### src/rtl/bkm_steps_ctrl.sv
// Sequencing controller for an iterative BKM step datapath: accepts an operand
// pair, runs one LOAD cycle plus N_STEPS-1 ITER cycles, then holds the result.
module bkm_steps_ctrl #(
  parameter int WD      = 64,
  parameter int N_STEPS = 64,
  parameter int WN      = 7
) (
  input  logic          clk,
  input  logic          srst,
  input  logic          enable,
  input  logic          in_valid,
  output logic          in_ready,
  input  logic [WD-1:0] in_X,
  input  logic [WD-1:0] in_Y,
  output logic [WD-1:0] op_X,
  output logic [WD-1:0] op_Y,
  output logic          step_load,
  output logic          step_en,
  output logic [WN-1:0] step_n,
  output logic          out_valid,
  input  logic          out_ready,
  output logic          busy
);

  localparam logic [WN-1:0] LAST = WN'(N_STEPS - 1);

  typedef enum logic [1:0] {
    S_IDLE,
    S_LOAD,
    S_ITER,
    S_DONE
  } state_t;

  state_t        r_state;
  state_t        w_state_nxt;
  logic [WN-1:0] r_cnt;
  logic [WN-1:0] w_cnt_nxt;
  logic          w_accept;
  logic [WD-1:0] r_op_x;
  logic [WD-1:0] r_op_y;
  logic          r_out_valid;
  logic          r_busy;
  logic [WN-1:0] r_step_n;

  always_comb begin
    w_state_nxt = r_state;
    w_cnt_nxt   = r_cnt;
    w_accept    = 1'b0;
    case (r_state)
      S_IDLE: begin
        if (in_valid) begin
          w_accept    = 1'b1;
          w_state_nxt = S_LOAD;
        end
      end
      S_LOAD: begin
        w_state_nxt = S_ITER;
        w_cnt_nxt   = WN'(1);
      end
      S_ITER: begin
        if (r_cnt == LAST) begin
          w_state_nxt = S_DONE;
          w_cnt_nxt   = '0;
        end else begin
          w_cnt_nxt   = r_cnt + WN'(1);
        end
      end
      S_DONE: begin
        if (out_ready) w_state_nxt = S_IDLE;
      end
      default: begin
        w_state_nxt = S_IDLE;
        w_cnt_nxt   = '0;
      end
    endcase
  end

  // Registered outputs are computed from the next state so they line up with it.
  always_ff @(posedge clk) begin
    if (srst) begin
      r_state     <= S_IDLE;
      r_cnt       <= '0;
      r_op_x      <= '0;
      r_op_y      <= '0;
      r_out_valid <= 1'b0;
      r_busy      <= 1'b0;
      r_step_n    <= '0;
    end else if (enable) begin
      r_state     <= w_state_nxt;
      r_cnt       <= w_cnt_nxt;
      r_out_valid <= (w_state_nxt == S_DONE);
      r_busy      <= (w_state_nxt != S_IDLE);
      r_step_n    <= (w_state_nxt == S_ITER) ? w_cnt_nxt : '0;
      if (w_accept) begin
        r_op_x <= in_X;
        r_op_y <= in_Y;
      end
    end
  end

  assign in_ready  = enable && (r_state == S_IDLE);
  assign step_load = enable && (r_state == S_LOAD);
  assign step_en   = enable && ((r_state == S_LOAD) || (r_state == S_ITER));
  assign step_n    = r_step_n;
  assign op_X      = r_op_x;
  assign op_Y      = r_op_y;
  assign out_valid = r_out_valid;
  assign busy      = r_busy;

endmodule

### config.mk
export PLATFORM = sky130hd
export DESIGN_NAME = bkm_steps_ctrl
export DESIGN_NICKNAME = d
export VERILOG_FILES = /design/src/rtl/bkm_steps_ctrl.sv
export SDC_FILE = /design/constraint.sdc
export NUM_CORES = 1
export LEC_CHECK = 0
export ABC_CLOCK_PERIOD_IN_PS = 3700
export BUFFER_PORTS_ARGS = -buffer_cell sky130_fd_sc_hd__buf_2
export CAP_MARGIN = 20
export CORE_MARGIN = 2
export CORE_UTILIZATION = 35
export CTS_BUF_LIST = sky130_fd_sc_hd__clkbuf_16
export DETAILED_ROUTE_END_ITERATION = 8
export HOLD_SLACK_MARGIN = 0.02
export SYNTH_ARGS = -nofsm -noshare
export SYNTH_HDL_FRONTEND = slang
export SYNTH_SLANG_ARGS = --single-unit
### constraint.sdc
create_clock -name clk -period 3.7 [get_ports clk]
set_clock_uncertainty 0.2 [all_clocks]
set_input_delay 0.37 -clock clk [delete_from_list [all_inputs] [get_ports clk]]
set_output_delay 0.37 -clock clk [all_outputs]
set_load 0.05 [all_outputs]
Word-level counts from Yosys, hierarchy flattened
Index checks and enable logic that the tools add are counted.

Bits in registers: 146. Latch bits: 0. Bits in writable memories: 0. Memory bits (read-only): 0. Input bits: 133. Output and inout bits: 140. Logic and storage cells: 30. Memories kept: 0.

$add $sub $neg: 1. Multiply operators: 0. Div/mod/pow operators: 0. Order comparisons: 0. Equality and inequality tests: 6. Shifts and indexed selects: 0. Mux-type cells: 9. Bitwise logic cells: 0. Reductions and logical operators: 7.

Operators by type and width (count): 7-bit two-way mux (2); 7-bit one-hot mux with 2 select lines (1); 2-bit equality test (second input constant) (4); 2-bit one-hot mux with 4 select lines (1); 7-bit by 1-bit adder with 7-bit output (second input constant) (1); 7-bit by 6-bit equality test with 1-bit output (second input constant) (1); 2-bit two-way mux (3); 1-bit logical AND (3); 2-bit by 1-bit equality test with 1-bit output (second input constant) (1); 2-bit zero test (1); 1-bit two-way mux (2); 2-bit AND reduction (1); 2-bit nonzero test (1); 1-bit logical OR (1).

Logic depth before layout (Yosys ltp)
Gate-level depths: netlist of the first run.

Depth in word-level cells: 5. Gate-level depth with buffers: 8.

Worst setup path after synthesis of the first run
OpenSTA, ideal clock, no wires.

Path type: reg-to-reg. From: register r_state[0]. To: register r_op_x[22] (netlist: op_X[22]). Arrival: 1.802 ns. Data required time: 3.430 ns. Path slack: 1.628 ns. Stages on the path, launching flop included: 9. Clock period less this slack: 2.072 ns. Path through: dfxtp_1 -> inv_1 -> ha_1 -> and2_1 -> nand2_1 -> buf_2 -> buf_1 -> nand2_1 -> a21oi_1.

Longest elaborated chain between the ends: 3.

Ends and longest elaborated chain: start: declaration (line 34) `state_t r_state;`; start signal: assignment (line 89) `r_state <= w_state_nxt;`; 2-bit zero test (line 49) `case (r_state)`; 1-bit two-way mux (line 49); 2-bit AND reduction (no line); end signal: assignment (line 95) `r_op_x <= in_X;`; end: declaration (line 39) `logic [WD-1:0] r_op_x;`.

Every way passes these cells. A chain may end at the register's enable or synchronous reset.

Worst setup path after layout of the first run
From: register r_state[1]. To: output step_en.

Longest elaborated chain between the ends: 3. Elaborated cells between the ends (all ways): 4. Classes of those cells: eq/ne: 2; reduce/logical: 2.

Ends and longest elaborated chain: 2-bit by 1-bit equality test with 1-bit output / 2-bit equality test (equally long branches) (line 103) `assign step_en = enable && ((r_state == S_LOAD) || (r_state == S_ITER));`; 1-bit logical OR * (line 103); 1-bit logical AND * (line 103); end: declaration (line 18) `output logic step_en,`.

Every way passes the cells marked *; elsewhere a longest branch is shown, timed or not.

==> summary.md, run 1 <==
| Metric | Value |
|---|---|
| Flop pwr share | 38.6% |
| Grt ovf | 0 |
| Pint | 0.00317 W |
| Worst IR Drop VDD | 0.426 mV |
| Core area | 15000 um2 |
| Hold Crit Class | input pin to flop |
| Initial DRC count | 246 |
| CP max stage cell | ha_1 |
| Max Transition Viols Final | 0 |
| Reg clk slew, reported paths | 0.06 ns |
| Finished Layout Cells | 1250 |
| Num CTS Buffers | 17 |
| Largest net degree at the start of global routing | 75 |
| Area grow syn2layout | 64.2% |
| Via density | 4.64 |
| Critical path arrival | 1.97 ns |
| Sequential area share after synthesis | 54.8% |
| Critical Path RT | 3.13 ns |
| Post-CTS sizing | 0 |
| Gate Count Post-Synth | 674 |
| Routability cong. | 0.765 |
| Largest stage delay, worst path | 0.50 ns |
| Post-Syn Area | 5330 um2 |
| Number of global-route vias before repair | 5449 |
| Clock buffer depth | 2 |
| Yosys cell types | 32 |
| Clock share of power | 44.2% |
| Run status | finished clean |
| Fillers | 1371 |
| Router iterations before antenna repair | 4 |
| Worst-Margin Slew | 0.794 ns |
| Placed cells | 1091 |
| Die span in x | 127 um |
| Placement Rows | 45 |
| Fin. Hold Viols | 0 |
| Antenna-violating nets left | 0 |
| Setup ws final | 1.16 ns |
| Final instance area | 8760 um2 |
| Net Switching | 0.00120 W |
| GRT Overall Usage | 19.8% |
| FF+latch count, synth | 146 |
| Tcrit/Tclk final | 68.7% |
| Area of placed instances | 6820 um2 |
| CTS sink count | 146 |
| Power Total | 0.00437 W |
| Drt wl/cell | 13.4 um |
| Clk_lat worst skew | 0.41 ns |
| Final Critical Period | 2.54 ns |
| Sw Ratio | 27.5% |
| PwrDens | 499 nW/um2 |
| CP Class | flop to output port |
| Crit path cell chain | inv_1 > ha_1 > and2_1 > buf_2 |
| Leak pwr | 3.93 nW |
| Syn nets | 813 |
| H-tree depth | 4 |
| DIE AREA | 16200 um2 |
| Antenna Cells | 0 |
| Die height | 127 um |
| Crit-path leading delay family | adder cells |
| Top Ports | 273 |
| Crit. End Element | output port |
| Initial antenna violation count | 0 |
| Unrepaired setup endpoints after global routing | no |
| Starting Density | 35.5% |
| Mapped Avg Cell Area | 7.91 um2 |
| Final HPWL DP | 9860 um |
| Startpoint types | flop |
| Max_cap viols | 0 |
| First-pass GRT wire length | 26100 um |
| Via count | 5802 |
| Worst slack at placement | 1.25 ns |
| F_max | 394 MHz |
| Share of cells above drive strength 1 | 29.6% |
| DRT Wirelength | 16700 um |
| TNS Setup | 0 ns |
| # setup viols final | 0 |
| DRC viols | 0 |
| Yosys warning count | 0 |
| Slew Limit Headroom | 47.0% |
| Comb pwr share | 17.1% |
| CP Buf/Inv Count | 2 |
| Root buf cell | clkbuf_16 |
| CTS tree | yes |
| Port Buffer Count | 272 |
| Number of nets in the final layout | 1188 |
| CP max FO | 12 |
==> what timing repair did <==
action	in CTS	in global routing
endpoints found under the setup margin	0	0
buffers inserted	0	0
hold buffers	127	0
endpoints found under the hold margin	127	0
==> tightest hold or removal path, stage by stage <==
cell     delay, ns
buf_2         0.10
nand2_1       0.08
a21oi_1       0.06
==> final cells by class <==
| type | instances | area (um2) | area share [%] |
|---|---|---|---|
| clock buffer | 17 | 425 | 4.86 |
| clock inverter | 15 | 239 | 2.73 |
| inverter | 5 | 18.8 | 0.214 |
| multi-input combinational | 475 | 2200 | 25.2 |
| sequential | 146 | 2920 | 33.4 |
| tap | 188 | 235 | 2.69 |
| timing repair buffer | 404 | 2710 | 31.0 |
==> logic make-up after synthesis <==
family	share of synthesized area, %
xor gates and xnor gates	0.329
and+or+nand+nor	23.5
adders and majority gates	1.41
DFF	54.8
AOI/OAI and AO/OA	15.9
buffers and inverters	4.06
==> registers in the layout, summed over array words and instances (netlist names) <==
signal,count
op_X,64
op_Y,64
r_cnt,7
step_n,7
r_state,2
busy,1
out_valid,1
==> path summary, 6_finish.rpt <==
path                            startpoint       end  slack (ns)  depth (start not counted)
worst min-delay path              in_X[43]  op_X[43]        0.04                          3
worst max register to register  r_state[0]   op_Y[8]        1.32                          7
worst max-delay path            r_state[1]   step_en        1.16                          4
worst min register to register    op_Y[58]  op_Y[58]        0.25                          2
==> metrics by stage <==
step / hold WS (ns) / utilization (%)
after floorplan: 0.234 / -
after global placement: 0.239 / 45.4
after detailed placement: 0.243 / 45.4
after CTS: 0.0325 / 58.2
after global routing: 0.0311 / 58.2
final: 0.0419 / 58.2
==> per-layer routing <==
| layer | global-route usage, % | vias to the layer above | share of wire [%] |
|---|---|---|---|
| met5 | 0 | - | 0 |
| met4 | 7.43 | 0 | 1.8 |
| met3 | 5.86 | 22 | 6.2 |
| met2 | 33.8 | 187 | 50 |
| met1 | 23.7 | 2646 | 42 |
| li1 | - | 2947 | - |
==> cell usage in the layout, fill, tap and decap left out, types with 2 or more instances in the layout <==
master	Yosys	layout
nand4_1	2	2
inv_1	4	5
buf_12	0	3
nand3_1	3	3
buf_4	0	3
clkinvlp_4	0	2
nor2_1	9	9
clkinv_4	0	2
clkinv_2	0	2
bufinv_16	0	6
dlygate4sd3_1	0	127
and2_1	3	3
nor3_1	2	2
ha_1	6	6
a21oi_1	138	138
dfxtp_1	146	146
or3b_2	2	2
nand2b_1	15	15
a211oi_1	4	4
buf_2	14	271
clkbuf_16	0	17
xnor2_1	2	2
o21ai_0	4	4
o32ai_1	5	5
nand2_1	268	267
==> power by group through the flow <==
stage | sequential, W | clock (W) | combinational, W
2_1_floorplan | 0.00197 | 0 | 0.000195
3_3_place_gp | 0.00172 | 0 | 0.000639
3_5_place_dp | 0.00172 | 0 | 0.000640
4_1_cts | 0.00169 | 0.00197 | 0.000745
5_1_grt | 0.00170 | 0.00205 | 0.000801
6_report | 0.00169 | 0.00193 | 0.000749
==> cells in the mapped netlist <==
cell | number | area share (%)
nand2_1 | 268 | 19
dfxtp_1 | 146 | 55
a21oi_1 | 138 | 13
clkbuf_1 | 28 | 2.0
nand2b_1 | 15 | 1.8
buf_2 | 14 | 1.3
nor2_1 | 9 | 0.63
buf_1 | 6 | 0.42
ha_1 | 6 | 1.4
o32ai_1 | 5 | 0.82
a211oi_1 | 4 | 0.56
inv_1 | 4 | 0.28
o21ai_0 | 4 | 0.38
and2_1 | 3 | 0.35
nand3_1 | 3 | 0.28
nand4_1 | 2 | 0.23
nor3_1 | 2 | 0.19
or3b_2 | 2 | 0.33
xnor2_1 | 2 | 0.33
a211o_1 | 1 | 0.16
a31oi_1 | 1 | 0.12
and3_1 | 1 | 0.12
inv_2 | 1 | 0.070
nand2b_4 | 1 | 0.26
nand3b_1 | 1 | 0.14
nand4b_1 | 1 | 0.16
nor3b_1 | 1 | 0.14
o22ai_1 | 1 | 0.12
o2bb2ai_1 | 1 | 0.16
o31ai_1 | 1 | 0.14
o32a_1 | 1 | 0.19
o41ai_2 | 1 | 0.31
Note: power is estimated with default switching activity, not from simulation.
==> inputs of run 2 (changes only) <==
--- a/config.mk
+++ b/config.mk
@@ -5,7 +5,7 @@
 export SDC_FILE = /design/constraint.sdc
 export NUM_CORES = 1
 export LEC_CHECK = 0
-export ABC_CLOCK_PERIOD_IN_PS = 3700
+export ABC_CLOCK_PERIOD_IN_PS = 2600
 export BUFFER_PORTS_ARGS = -buffer_cell sky130_fd_sc_hd__buf_2
 export CAP_MARGIN = 20
 export CORE_MARGIN = 2
==> constraint.sdc (replaced) <==
create_clock -name clk -period 2.6 [get_ports clk]
set_clock_uncertainty 0.2 [all_clocks]
set_input_delay 0.26 -clock clk [delete_from_list [all_inputs] [get_ports clk]]
set_output_delay 0.26 -clock clk [all_outputs]
set_load 0.05 [all_outputs]
==> run 2 against run 1 <==
  * Die area is the same
  * Cell count grew 0.56%
  * Design area shrank 0.63%
  * Sequential power grew 42%
  * Routed wire length shrank 0.39%
  * First-iteration DRC count grew 6.9%
  * Worst hold slack gained 0.088 ns
  * Register-to-register slack lost 0.86 ns
  * Global-route usage shrank 0.10 points
  * Critical path depth is the same
  * Utilization shrank 0.37 points
  * Largest cell class unchanged
  * Highest routed layer unchanged
==> summary.md, run 2 (synthesis results as in run 1) <==
| Metric | Value |
|---|---|
| Run status | finished clean |
| CTS sink count | 146 |
| Register area | 2920 um2 |
| Die span in x | 127 um |
| Number of global-route vias before repair | 5400 |
| Crit. End Element | output port |
| Area grow syn2layout | 63.2% |
| Top Ports | 273 |
| Critical path arrival | 1.97 ns |
| Antenna Cells | 0 |
| Tcrit/Tclk final | 93.4% |
| Placed cells | 1097 |
| Grt ovf | 0 |
| Comb pwr share | 19.1% |
| Slew Limit Headroom | 64.4% |
| Number of nets in the final layout | 1195 |
| Placement Rows | 45 |
| Final HPWL DP | 10100 um |
| Most frequent cells in the layout | buf_2, nand2_1, dfxtp_1 |
| Die height | 127 um |
| Flop pwr share | 42.2% |
| Hold Slack | 0.130 ns |
| # setup viols final | 0 |
| H-tree depth | 4 |
| Num CTS Buffers | 17 |
| Startpoint types | flop |
| Clock share of power | 38.7% |
| Clk_lat worst skew | 0.41 ns |
| CP max stage cell | ha_1 |
| Largest stage delay, worst path | 0.50 ns |
| Router iterations before antenna repair | 5 |
| Port Buffer Count | 272 |
| Setup ws final | 0.170 ns |
| Hold Crit Class | input pin to flop |
| Hold depth | 2 |
| Final Critical Period | 2.43 ns |
| TNS Setup | 0 ns |
| Core area | 15000 um2 |
| Fin util | 57.9% |
| Root buf cell | clkbuf_16 |
| Via density | 4.58 |
| Initial antenna violation count | 0 |
| Antenna-violating nets left | 0 |
| Share of cells above drive strength 1 | 29.6% |
| GRT Overall Usage | 19.7% |
| Worst IR Drop VDD | 0.412 mV |
| Pint | 0.00402 W |
| Commonest non-fill, non-tap cell in the layout | buf_2 |
| Max_cap viols | 0 |
| Multi-input gate area | 2200 um2 |
| Starting Density | 35.5% |
| Via count | 5759 |
| Worst-Margin Slew | 0.534 ns |
| Initial DRC count | 263 |
| R2r worst-path depth | 7 |
| Finished Layout Cells | 1257 |
| F_max | 412 MHz |
| Unrepaired setup endpoints after global routing | no |
| DIE AREA | 16200 um2 |
| CP Class | flop to output port |
| First-pass GRT wire length | 26000 um |
| CTS tree | yes |
| Leak pwr | 3.91 nW |
| Fin. Hold Viols | 0 |
| DRC viols | 0 |
| Routability cong. | 0.802 |
| Worst slack at placement | 0.486 ns |
| DRT Wirelength | 16600 um |
| Clock buffer depth | 2 |
| Sw Ratio | 29.4% |
| Reg clk slew, reported paths | 0.06 ns |
| CP max FO | 12 |
| Crit path cell chain | inv_1 > ha_1 > and2_1 > buf_2 |
| Fillers | 1360 |
| Postcts setup bufs | 0 |
| Net Switching | 0.00167 W |
| Largest net degree at the start of global routing | 72 |
| Critical Path RT | 2.14 ns |
| Max Transition Viols Final | 0 |
| PwrDens | 653 nW/um2 |
| Drt wl/cell | 13.2 um |
[run 2: cell count changes in the layout (fill, tap and decap cells not counted), sizes merged]
cell,before,now
clkinvlp,2,3
inv,7,8
buf,277,283
dlygate4sd3,127,128
clkinv,5,8
bufinv,6,1
[run 2: cell type report]
class | count | area share, %
Clock buffer | 17 | 4.89
Clock inverter | 15 | 1.19
Inverter | 5 | 0.216
Multi-Input combinational cell | 475 | 25.3
Sequential cell | 146 | 33.6
Tap cell | 188 | 2.70
Timing Repair Buffer | 411 | 32.1
[run 2: worst max-delay path, delay by kind of cell (launching register included)]
| family | cells | cell delay [ns] |
|---|---|---|
| flops | 1 | 0.41 |
| fa+ha+maj | 1 | 0.50 |
| simple gates | 1 | 0.24 |
| buf+inv | 2 | 0.41 |
[run 2: power groups by stage]
stage / logic (W) / registers (W) / clock network (W)
2_1_floorplan: 0.000278 / 0.00281 / 0
3_3_place_gp: 0.000926 / 0.00244 / 0
3_5_place_dp: 0.000927 / 0.00245 / 0
4_1_cts: 0.00108 / 0.00240 / 0.00226
5_1_grt: 0.00116 / 0.00241 / 0.00237
6_report: 0.00108 / 0.00240 / 0.00220
[run 2: per-stage QoR]
| stage | power, W | area (um2) |
|---|---|---|
| floorplan | 0.00308 | 5330 |
| global placement | 0.00337 | 6890 |
| detailed placement | 0.00337 | 6890 |
| CTS | 0.00574 | 8700 |
| global route | 0.00594 | 8700 |
| finish | 0.00568 | 8700 |
[run 2: per-layer routing]
layer	track usage [%]	vias up	share of wire [%]	wire [um]
met3	6.45	32	6.9	1150
met1	23.6	2578	42	7040
li1	-	2960	-	-
met4	8.47	0	2.6	438
met2	32.6	189	48	8010
met5	0	-	0	0
[run 2: repair_timing]
action                                 in CTS  in global routing
setup endpoints to repair                   0                  0
gates resized for setup                     0                  0
hold buffers                              128                  0
endpoints found under the hold margin     128                  0
[run 2: worst paths after layout]
check	startpoint	end	slack, ns
hold / removal	srst	out_valid	0.13
setup / recovery	r_state[0]	step_en	0.17
hold reg to reg	op_Y[31]	op_Y[31]	0.25
setup reg to reg	r_state[0]	step_n[5]	0.46
